===== src/rtl/rs_slot_alloc_pkg.sv =====
// rs_slot_alloc_pkg: shared reservation-station defaults, derived widths and the op encoding used around them.
package rs_slot_alloc_pkg;
   localparam int RS_DEPTH  = 8;
   localparam int RS_MARGIN = 1;
   localparam int RS_IDX_W  = $clog2(RS_DEPTH);
   localparam int RS_CNT_W  = RS_IDX_W + 1;
   typedef enum logic [1:0] {OP_NONE, OP_ALLOC, OP_FREE, OP_FLUSH} rs_op_e;
   function automatic int unsigned popcnt(input logic [31:0] v);
      popcnt = 0;
      for (int i = 0; i < 32; i++) popcnt += 32'(v[i]);
   endfunction
endpackage


===== src/rtl/rs_slot_alloc_prio_enc.sv =====
// prio_enc_lsb: lowest-set-bit encoder with a found flag.
module prio_enc_lsb #(
   parameter int W = 8,
   localparam int IW = (W > 1) ? $clog2(W) : 1
) (
   input  logic [W-1:0]  req,
   output logic [IW-1:0] idx,
   output logic          found
);
   always_comb begin
      idx = '0;
      found = |req;
      for (int i = W - 1; i >= 0; i--) if (req[i]) idx = IW'(i);
   end
endmodule


===== src/rtl/rs_slot_alloc.sv =====
// rs_slot_alloc: reservation-station slot bitmap with lowest-free allocation, release, flush and occupancy flags.
module rs_slot_alloc
   import rs_slot_alloc_pkg::*;
#(
   parameter int DEPTH  = RS_DEPTH,
   parameter int MARGIN = RS_MARGIN,
   localparam int IDX_W = $clog2(DEPTH),
   localparam int CNT_W = IDX_W + 1
) (
   input  logic             clk,
   input  logic             rst,
   input  logic             alloc_valid,
   output logic             alloc_grant,
   output logic [IDX_W-1:0] alloc_idx,
   input  logic             free_valid,
   input  logic [IDX_W-1:0] free_idx,
   input  logic             flush,
   output logic             full,
   output logic             empty,
   output logic [CNT_W-1:0] count,
   output logic             free_err
);
   logic [DEPTH-1:0] bm, bm_nxt;
   logic             any_clr, free_ok;
   logic [CNT_W-1:0] cnt_nxt;
   prio_enc_lsb #(.W(DEPTH)) u_enc (.req(~bm), .idx(alloc_idx), .found(any_clr));
   // a slot freed this cycle is absent from the encoder input until the next edge
   always_comb begin
      alloc_grant = alloc_valid & any_clr & ~flush & ~rst;
      free_ok = free_valid & bm[free_idx];
      bm_nxt = flush ? '0 : (bm | (alloc_grant ? DEPTH'(1) << alloc_idx : DEPTH'(0)))
                            & ~(free_ok ? DEPTH'(1) << free_idx : DEPTH'(0));
      cnt_nxt = CNT_W'(popcnt(32'(bm_nxt)));
   end
   always_ff @(posedge clk) begin
      if (rst) begin
         bm <= '0;
         count <= '0;
         full <= 1'b0;
         empty <= 1'b1;
         free_err <= 1'b0;
      end else begin
         bm <= bm_nxt;
         count <= cnt_nxt;
         full <= (DEPTH - int'(cnt_nxt)) <= MARGIN;
         empty <= cnt_nxt == '0;
         free_err <= free_valid & ~bm[free_idx] & ~flush;
      end
   end
endmodule


===== config.mk =====
export PLATFORM = sky130hd
export DESIGN_NAME = rs_slot_alloc
export DESIGN_NICKNAME = d
export VERILOG_FILES = /design/src/rtl/rs_slot_alloc_pkg.sv /design/src/rtl/rs_slot_alloc_prio_enc.sv /design/src/rtl/rs_slot_alloc.sv
export SDC_FILE = /design/constraint.sdc
export NUM_CORES = 1
export LEC_CHECK = 0
export ABC_CLOCK_PERIOD_IN_PS = 9900
export BUFFER_PORTS_ARGS = -buffer_cell sky130_fd_sc_hd__buf_2
export CORE_MARGIN = 2
export CORE_UTILIZATION = 45
export DETAILED_ROUTE_END_ITERATION = 10
export GPL_TIMING_DRIVEN = 1
export PLACE_DENSITY = 0.75
export REMOVE_ABC_BUFFERS = 1
export SYNTH_ARGS = -nofsm -noshare
export SYNTH_HDL_FRONTEND = slang
export SYNTH_SLANG_ARGS = --single-unit
export TNS_END_PERCENT = 20

===== constraint.sdc =====
create_clock -name clk -period 9.9 [get_ports clk]
set_input_delay 0.495 -clock clk [delete_from_list [all_inputs] [get_ports clk]]
set_output_delay 0.495 -clock clk [all_outputs]
set_load 0.01 [all_outputs]

After elaboration in Yosys (flattened, before gate mapping). Index checks and enable logic that the tools add are counted.

$add $sub $neg: 8. $mul: 0. Div/mod/pow operators: 0. Magnitude comparators: 2. Equality and inequality tests: 0. Shifts and indexed selects: 2. Muxes and demuxes: 13. Bitwise operators: 13. Reduce and logical (&&, ||, !) cells: 2.

Operators by type and width (count): 3-bit two-way mux (8); 8-bit two-way mux (3); 4-bit by 1-bit adder with 4-bit output (4); 8-bit NOT (2); 1-bit by 3-bit << shifter with 8-bit output (first input constant) (2); 8-bit bitwise AND (1); 8-bit OR (1); 8-bit OR reduction (1); 1-bit bitwise AND (6); 5-bit by 2-bit <= comparator with 1-bit output (second input constant) (1); 4-bit by 4-bit subtractor with 5-bit output (first input constant) (1); 3-bit by 1-bit adder with 4-bit output (1); 4-bit zero test (1); 3-bit by 4-bit < comparator with 1-bit output (second input constant) (1); 2-bit by 1-bit adder with 3-bit output (1); 1-bit binary-select mux with 3-bit select (1); 1-bit NOT (3); 1-bit by 1-bit adder with 2-bit output (1); 1-bit two-way mux (1).

Bits in registers: 15. Bits in latches: 0. Memory bits (writable): 0. ROM bits: 0. Memories kept: 0.

Longest topological paths before layout. Gate-level depths: netlist (run 1).

Depth in word-level cells: 23. Mapped depth: 17. Mapped depth without buffers: 16.

Cells and area by module. From an unflattened synthesis (run 1), not the netlist that was laid out.

Cells, all modules: 124. Area total of the unflattened synthesis: 1084.8 um^2.

Modules (own cells, without submodules): rs_slot_alloc (instances 1, cells each 111, area each 1003.5 um^2, seq. area each 300.3 um^2); prio_enc_lsb (instances 1, cells each 13, area each 81.3 um^2, seq. area each 0.0 um^2).

Worst setup path before layout (run 1). Ideal clock, no wire load.

Path type: in2reg. Start: input port flush. End: register full. Library setup time: 0.074 ns. Data arrival time: 4.370 ns. Slack: 5.456 ns. Cell stages on the path: 16. Buffers on the path: 0. Cell sequence: or3b_4 > nor2_4 > a21oi_2 > a311o_1 > fa_1 > fa_1 > fa_1 > inv_1 > ha_1 > fa_1 > inv_1 > ha_1 > o21ba_2 > nor2_1 > a31oi_1 > o21ai_0.

Cells in the longest elaborated chain, start to end: 16.

RTL lines: start, declared (RTL line rs_slot_alloc.sv:17) `input logic flush,`; 1-bit NOT (RTL line rs_slot_alloc.sv:29) `alloc_grant = alloc_valid & any_clr & ~flush & ~rst;`; 1-bit bitwise AND (2 in a row) (RTL line rs_slot_alloc.sv:29); 8-bit two-way mux (RTL line rs_slot_alloc.sv:31) `bm_nxt = flush ? '0 : (bm | (alloc_grant ? DEPTH'(1) << alloc_idx : DEPTH'(0)))`; 8-bit OR (RTL line rs_slot_alloc.sv:31); 8-bit bitwise AND (RTL line rs_slot_alloc.sv:32) `& ~(free_ok ? DEPTH'(1) << free_idx : DEPTH'(0));`; 8-bit two-way mux (*) (RTL line rs_slot_alloc.sv:31); 1-bit by 1-bit adder with 2-bit output (RTL line rs_slot_alloc_pkg.sv:10) `for (int i = 0; i < 32; i++) popcnt += 32'(v[i]);`; 2-bit by 1-bit adder with 3-bit output (RTL line rs_slot_alloc_pkg.sv:10); 3-bit by 1-bit adder with 4-bit output (RTL line rs_slot_alloc_pkg.sv:10); 4-bit by 1-bit adder with 4-bit output (3 in a row) (RTL line rs_slot_alloc_pkg.sv:10); 4-bit by 1-bit adder with 4-bit output (*) (RTL line rs_slot_alloc_pkg.sv:10); via cnt_nxt[1] (RTL line rs_slot_alloc.sv:25) `logic [CNT_W-1:0] cnt_nxt;`; 4-bit by 4-bit subtractor with 5-bit output (*) (RTL line rs_slot_alloc.sv:45) `full <= (DEPTH - int'(cnt_nxt)) <= MARGIN;`; 5-bit by 2-bit <= comparator with 1-bit output (*) (RTL line rs_slot_alloc.sv:45); end signal, assigned (RTL line rs_slot_alloc.sv:39) `full <= 1'b0;`; end signal, assigned (RTL line rs_slot_alloc.sv:45); end, declared (RTL line rs_slot_alloc.sv:18) `output logic full,`.

Mark *: on every way through the listed nets, which the timed path passes. The rest lies on a longest branch. A chain may end at the register's enable or synchronous reset.

Worst setup path after layout (run 1). Same ends and word-level chain as after synthesis.

==> reports/qor.yml, run 1 <==
drc: 0
maxCapViolations: 0
grt_pass1_vias: 884
drive_above_1_share: 0.229
synth_area_per_cell_um2: 8.77
p_total_uw: 112
grt-ovfl-total: 0
row_count: 17
fin_crit_ps: 4590
clkTransAtPathRegs_ps: 100
multi_input_area_um2: 651
portBuffers: 18
setup_viol: 0
fillers: 214
first_pass_iters: 4
relSlewSlack: 0.706
hold_viol_final: 0
yosysWarnings: 0
die_area_um2: 2640
clk_path_buf_depth: 2
cp_data_arrival_time_ps: 4800
synth_seq_cells: 15
grt_max_degree: 13
drtIter0Drc: 40
ctsHoldBuffers: 0
htree_levels: 1
yosys_most_used_dff: "dfxtp_1"
synth_top_cell_by_area: "dfxtp_1"
cts_setup_buffers: 0
postRouteWirelength_um: 2300
synth_cells: 115
startpoint_type: "input port"
vias: 925
wl_per_cell_um: 14.5
clock_latency_ps: 290
avgViaCountPerCell: 5.82
ys_seq_area_frac: 0.298
hold_path_class: "in -> reg"
grt_pass1_wl_um: 3910
status: "finished clean"
max_stage_delay_ps: 530
start_util: 0.465
finalCritPeriodShare: 0.463
place_area_um2: 1110
cp_max_fo: 12
fin_skew_ps: 7.30
ys_async_sr_fraction: 0
crit_top_cell: "fa_1"
final_cell_area_um2: 1130
seqCellArea_um2: 300
yosys.area.top_type_share: 0.298
insertedDiodeCount: 0
grt_antenna_before_repair: 0
tightest_slew_ps: 437
cts_sinks: 15
endpoint_kind: "flip-flop"
cts_tree: "yes"
irDropWorstVdd_v: 0.0000427
core_um2: 2170
clockRootBuffer: "clkbuf_4"
fmax_mhz: 218
layout_common_cells: "buf_2, dfxtp_1, nor2_1, inv_1, nand2_1"
rsz0062_at_grt: "no"
area_growth_syn_to_layout_pct: 12.4
dp_hpwl_um: 1790
finalNetCount: 149
die_height_um: 51.3
cts_buffers: 3
layout_commonest_cell: "buf_2"
fin_setup_tns_ps: 0
antenna_left: 0
die_x_um: 51.3
synthTopCellsByArea: "dfxtp_1, fa_1, ha_1"
slew_viol_final: 0
power_density_nw_per_um2: 98.5
synth_area_um2: 1010
crit_type: "in -> reg"
slowest_stage: "fa_1"
grt_usage: 0.200
synth_cell_types: 41
worstPathCellList: "buf_2 -> or3b_4 -> nor2_4 -> a21oi_2 -> a311o_1 -> fa_1 -> fa_1 -> fa_1 -> inv_1 -> ha_1 -> fa_1 -> inv_1 -> ha_1 -> o21ba_2 -> nor2_1 -> a31oi_1 -> o21ai_0"
io_pins: 19
place.gp.congestion: 0.989
synth-edff-count: 0
p_leak_uw: 0.000485
cp.required_ps: 10120
cts_resized: 0
==> kinds of logic after synthesis <==
family | count (synthesis) | share of synthesized area
and+or+nand+nor | 47 | 0.263
AOI/OAI and AO/OA | 25 | 0.167
DFF | 15 | 0.298
buffers and inverters | 14 | 0.0571
adders and majority gates | 9 | 0.141
muxes | 4 | 0.0645
xor gates and xnor gates | 1 | 0.00869
==> sequential cells by signal, indices dropped and copies added, names as in the netlist <==
signal    cells
bm            8
count         4
empty         1
free_err      1
full          1
==> report_power, final <==
part           switching, µW  internal (µW)
registers              0.664           61.1
logic                   8.02           5.72
clock network           21.1           15.0
==> worst max-delay path: cells and delay by family <==
| kind | cells | cell delay (ps) |
|---|---|---|
| AOI/OAI and AO/OA | 5 | 860 |
| adders and majority gates | 6 | 2460 |
| buffers and inverters | 3 | 290 |
| and+or+nand+nor | 3 | 690 |
==> through the flow <==
| stage | hold WS (ps) | setup slack, ps | instances | util |
|---|---|---|---|---|
| after global placement | 565 | 5070 | 155 | 0.510 |
| final | 457 | 5310 | 159 | 0.522 |
| after floorplan | 506 | 5460 | 109 | - |
| after global routing | 503 | 5150 | 159 | 0.522 |
| after CTS | 461 | 5310 | 159 | 0.522 |
| after detailed placement | 582 | 5030 | 155 | 0.510 |
==> synth_stat cells (2+ instances only) <==
master    count
a21oi_1       3
a31oi_1       4
and2_1        2
and3_1        3
buf_2         4
clkbuf_1      2
dfxtp_1      15
fa_1          4
ha_1          5
inv_1         8
mux2i_1       2
mux4_2        2
nand2_1       7
nand3_1       3
nand4_1       2
nand4b_1      2
nor2_1       14
nor2b_1       3
o21ai_0       5
o21ai_1       2
o31ai_1       2
or2_1         2
==> per-layer routing <==
| layer | up-vias | global-route usage | wire, µm |
|---|---|---|---|
| li1 | 442 | - | - |
| met1 | 437 | 0.250 | 924 |
| met2 | 39 | 0.342 | 1170 |
| met3 | 7 | 0.0292 | 171 |
| met4 | 0 | 0.0877 | 40 |
| met5 | - | 0 | 0 |
==> final timing paths <==
kind	start	end	slack, ps	depth (start not counted)
setup / recovery	flush	full	5310	17
hold / removal	free_valid	free_err	460	2
setup reg to reg	bm[0]	full	5420	16
hold reg to reg	bm[0]	bm[0]	610	1
==> layout make-up <==
cell class / count / area share
timing repair buffer: 18 / 0.0795
clock buffer: 3 / 0.0199
inverter: 8 / 0.0265
sequential: 15 / 0.265
multi-input combinational: 86 / 0.574
tap: 28 / 0.0309
clock inverter: 1 / 0.00442
Power figures use the tool's default switching activity.
==> run 2: changes to the inputs <==
ABC_CLOCK_PERIOD_IN_PS = 3740   (was 9900)
PLACE_DENSITY = 0.77   (was 0.75)
clock period = 3.74 ns   (was 9.9 ns; I/O delays follow)
==> reports/qor.yml, run 2 (same netlist as run 1, synthesis figures left out) <==
ctsHoldBuffers: 0  # unchanged
p_leak_uw: 0.000670  # was 0.000485 µW
die_area_um2: 2640  # unchanged
die_x_um: 51.3  # unchanged
rsz0062_at_grt: "yes"  # was no
drc: 0  # unchanged
dpl.cell_count: 188  # was 155
finalCritPeriodShare: 1.11
startpoint_type: "flip-flop"  # was input port
row_count: 17  # unchanged
finalNetCount: 184  # was 149
clk_path_buf_depth: 2  # unchanged
cp.required_ps: 3970  # was 10,120 ps
cp_data_arrival_time_ps: 4380  # was 4800 ps
reg.largest.list: "bm x8, count x4"  # unchanged
hold_viol_final: 0  # unchanged
core_um2: 2170  # unchanged
cts_sinks: 15  # unchanged
cts_tree: "yes"  # unchanged
place.gp.congestion: 0.914  # was 0.989
area_growth_syn_to_layout_pct: 48.4  # was 12.4%
grt_pass1_vias: 1056  # was 884
utilization: 0.690  # was 0.522
insertedDiodeCount: 0  # unchanged
whs_ps: 208  # was 457 ps
largest_register: "bm"  # unchanged
grt_max_degree: 11  # was 13
hold_path_class: "in -> reg"  # unchanged
cp_max_fo: 4  # was 12
layout_commonest_cell: "buf_4"  # was buf_2
drive_above_1_share: 0.476  # was 0.229
first_pass_iters: 4  # unchanged
io_pins: 19  # unchanged
fin_crit_ps: 4150
die_height_um: 51.3  # unchanged
start_util: 0.465  # unchanged
fin_skew_ps: 8.52  # was 7.30 ps
status: "finished with violations"  # was finished clean
setup_viol: 1  # was 0
setup_slack_ps: -407  # was 5310 ps
fmax_mhz: 241
drtIter0Drc: 38  # was 40
tightest_slew_ps: 364  # was 437 ps
grt_pass1_wl_um: 4530  # was 3910 µm
vias: 1073  # was 925
antenna_left: 0  # unchanged
power_density_nw_per_um2: 216  # was 98.5 nW/µm²
grt_usage: 0.230  # was 0.200
wl_per_cell_um: 14.8  # was 14.5 µm
clkTransAtPathRegs_ps: 100  # about the same
avgViaCountPerCell: 5.53  # was 5.82
htree_levels: 1  # unchanged
crit_type: "reg -> reg"  # was in -> reg
fin_cells: 194  # was 159
dp_hpwl_um: 2110  # was 1790 µm
maxCapViolations: 0  # unchanged
postRouteWirelength_um: 2870  # was 2300 µm
grt-ovfl-total: 0  # unchanged
layout_common_cells: "buf_4, buf_2, nor2_1, dfxtp_1"  # was buf_2, dfxtp_1, nor2_1, inv_1, nand2_1
irDropWorstVdd_v: 0.000189  # was 0.0000427 V
cts_buffers: 3  # unchanged
violations: "setup timing"
clock_latency_ps: 300  # was 290 ps
grt_antenna_before_repair: 0  # unchanged
clockRootBuffer: "clkbuf_4"  # unchanged
slew_viol_final: 0  # unchanged
largest_reg_flops: 8  # unchanged
endpoint_kind: "flip-flop"  # unchanged
portBuffers: 18  # unchanged
relSlewSlack: 0.755  # was 0.706
[run 2: critical path, stage by stage (launching register included)]
cell	delay [ps]
dfxtp_4	390
nand2_2	80
nor2_4	110
a21oi_2	80
a311o_1	290
fa_1	510
fa_1	440
fa_1	570
inv_2	50
ha_4	160
fa_2	550
inv_2	60
ha_4	200
o21ba_4	220
nor2_4	130
a31oi_2	100
o21ai_1	130
[run 2: final timing paths]
| kind | slack (ps) | cells past startpoint | startpoint | to |
|---|---|---|---|---|
| setup / recovery | -410 | 16 | bm[1] | full |
| hold / removal | 210 | 3 | alloc_valid | bm[0] |
| setup reg to reg | -410 | 16 | bm[1] | full |
| hold reg to reg | 580 | 2 | bm[1] | bm[1] |
[run 2: routing by layer]
metal,vias to the layer above,track usage,share of wire
met1,502,0.268,0.38
li1,515,-,-
met5,-,0,0
met3,10,0.00877,0.048
met2,46,0.413,0.54
met4,0,0.145,0.030
[run 2: repair_timing]
action                                  in CTS  in global routing
pin swaps                                    5                 10
buffers inserted                             0                  1
endpoints found under the setup margin       3                  3
gates cloned                                 0                  1
resized for setup                           10                 13
[run 2: power by group]
group	internal, µW	switching (µW)
registers	161	0.955
clock network	39.9	59.4
logic	31.2	30.5
[run 2: stage by stage]
| stage | instance area [µm²] | setup WS, ps | power [µW] | setup TNS, ps |
|---|---|---|---|---|
| detailed placement | 1370 | -740 | 217 | -1450 |
| global placement | 1370 | -594 | 215 | -987 |
| global route | 1500 | -530 | 332 | -604 |
| finish | 1500 | -407 | 323 | -407 |
| CTS | 1430 | -396 | 314 | -437 |
| floorplan | 981 | -396 | 187 | -469 |
[run 2: final cells by class]
cell class                      instances  area (µm²)
Fill cell                             187         673
Inverter                                8        30.0
Sequential cell                        15         305
Tap cell                               28        35.0
Multi-Input combinational cell         86         729
Clock inverter                          1        5.00
Timing Repair Buffer                   53         369
Clock buffer                            3        22.5
==> run 3: changes to the inputs <==
RECOVER_POWER = 25   (was unset)
==> reports/qor.yml, run 3 (same netlist as run 1, synthesis figures left out) <==
status: "finished with violations"  # unchanged
violations: "setup timing"  # unchanged
crit_type: "reg -> reg"  # unchanged
largest_register: "bm"  # unchanged
first_pass_iters: 4  # unchanged
layout_commonest_cell: "buf_4"  # unchanged
die_height_um: 51.3  # unchanged
p_int_uw: 232  # about the same
clk_path_buf_depth: 2  # unchanged
rsz0062_at_grt: "yes"  # unchanged
p_comb_frac: 0.190  # was 0.191
wl_per_cell_um: 14.8  # about the same
clockRootBuffer: "clkbuf_4"  # unchanged
drive_above_1_share: 0.452  # was 0.476
largest_reg_flops: 8  # unchanged
finalNetCount: 184  # unchanged
fmax_mhz: 241  # about the same
cts_buffers: 3  # unchanged
area_growth_syn_to_layout_pct: 47.9  # was 48.4%
crit_family: "adder cells"  # unchanged
cts_tree: "yes"  # unchanged
place.gp.congestion: 0.914  # unchanged
grt-ovfl-total: 0  # unchanged
cp_data_arrival_time_ps: 4380  # about the same
fin_skew_ps: 8.65  # was 8.52 ps
start_util: 0.465  # unchanged
power_switching_uw: 90.8  # was 90.9 µW
hold_viol_final: 0  # unchanged
clkTransAtPathRegs_ps: 100  # about the same
portBuffers: 18  # unchanged
cp_max_fo: 4  # unchanged
power_density_nw_per_um2: 217  # was 216 nW/µm²
slowest_stage: "fa_1"  # unchanged
hold_path_class: "in -> reg"  # unchanged
grt_pass1_vias: 1056  # unchanged
drtIter0Drc: 38  # unchanged
tightest_slew_ps: 364  # unchanged
worstPathCellList: "nand2_2 -> nor2_4 -> a21oi_2 -> a311o_1 -> fa_1 -> fa_1 -> fa_1 -> inv_2 -> ha_4 -> fa_2 -> inv_2 -> ha_4 -> o21ba_4 -> nor2_4 -> a31oi_2 -> o21ai_1"  # unchanged
cp.required_ps: 3970  # about the same
fin_cells: 194  # unchanged
vias: 1073  # unchanged
postRouteWirelength_um: 2870  # about the same
insertedDiodeCount: 0  # unchanged
dp_hpwl_um: 2110  # unchanged
maxCapViolations: 0  # unchanged
cp_num_buf_inv: 2  # unchanged
endpoint_kind: "flip-flop"  # unchanged
irDropWorstVdd_v: 0.000197  # was 0.000189 V
finalCritPeriodShare: 1.11  # about the same
io_pins: 19  # unchanged
grt_antenna_before_repair: 0  # unchanged
cts_sinks: 15  # unchanged
fin_crit_ps: 4150  # about the same
fillers: 188  # was 187
setup_slack_ps: -407  # about the same
grt_pass1_wl_um: 4530  # unchanged
p_sw_frac: 0.281  # about the same
crit_top_cell: "fa_1"  # unchanged
slew_viol_final: 0  # unchanged
p_leak_uw: 0.000653  # was 0.000670 µW
core_um2: 2170  # unchanged
startpoint_type: "flip-flop"  # unchanged
grt_usage: 0.230  # unchanged
grt_max_degree: 11  # unchanged
pwr-share-seq: 0.502  # about the same
htree_levels: 1  # unchanged
row_count: 17  # unchanged
setup_viol: 1  # unchanged
layout_common_cells: "buf_4, buf_2, nor2_1, dfxtp_1"  # unchanged
die_area_um2: 2640  # unchanged
antenna_left: 0  # unchanged
die_x_um: 51.3  # unchanged
clock_latency_ps: 300  # about the same
avgViaCountPerCell: 5.53  # unchanged
max_stage_delay_ps: 570  # about the same
relSlewSlack: 0.755  # unchanged
clkPwrFrac: 0.307  # about the same
drc: 0  # unchanged
reg.largest.list: "bm x8, count x4"  # unchanged
utilization: 0.687  # was 0.690
dpl.cell_count: 188  # unchanged
==> run 3: cell count changes in the layout (fill, tap and decap cells not counted) <==
| cell | before | now |
|---|---|---|
| buf_2 | 18 | 14 |
| clkbuf_1 | 0 | 4 |
==> run 3: final timing paths <==
path              cells past startpoint     to         from  slack [ps]
setup / recovery                     16   full        bm[1]        -410
hold / removal                        3  bm[0]  alloc_valid         210
hold reg to reg                       2  bm[1]        bm[1]         580
setup reg to reg                     16   full        bm[1]        -410
==> run 3: worst reg2reg max path: stages, from the launching register on <==
cell and delay [ps]:
dfxtp_4 390, nand2_2 80, nor2_4 110, a21oi_2 80
a311o_1 290, fa_1 510, fa_1 440, fa_1 570
inv_2 50, ha_4 160, fa_2 550, inv_2 60
ha_4 200, o21ba_4 220, nor2_4 130, a31oi_2 100
o21ai_1 130
==> run 3: routing by layer <==
metal	share of wire	up-vias	GRT usage
met5	0	-	0
met4	0.030	0	0.145
met3	0.048	10	0.00877
met2	0.54	46	0.413
met1	0.38	502	0.268
li1	-	515	-
==> run 3: power by group through the flow <==
stage                     clock [µW]  combinational, µW  sequential [µW]
after detailed placement           0               50.6              166
after global placement             0               48.9              166
after floorplan                    0               19.0              168
after CTS                       98.5               53.0              163
after global routing             103               66.4              163
final                           99.3               61.5              162
==> run 3: layout make-up <==
type	count	area, µm²	area share
flip-flops and latches	15	305	0.205
clock buffers	3	22.5	0.0151
clock inverters	1	5.00	0.00336
multi-input cells	86	729	0.489
repair buffers	53	364	0.244
well taps	28	35.0	0.0235
inverters	8	30.0	0.0201
==> run 3: what timing repair did <==
item / in CTS / in global routing
pin swaps: 5 / 10
gates resized for setup: 10 / 13
setup buffers: 0 / 1
hold buffers: 0 / 0
cloned: 0 / 1
endpoints found under the setup margin: 3 / 3
==> run 3: per-stage QoR <==
step | setup TNS, ps | setup WS [ps] | power [µW] | area, µm² | hold slack (ps)
floorplan | -469 | -396 | 187 | 981 | 259
global placement | -987 | -594 | 215 | 1370 | 527
detailed placement | -1450 | -740 | 217 | 1370 | 535
CTS | -437 | -396 | 314 | 1430 | 214
global route | -604 | -530 | 332 | 1490 | 228
finish | -407 | -407 | 323 | 1490 | 209
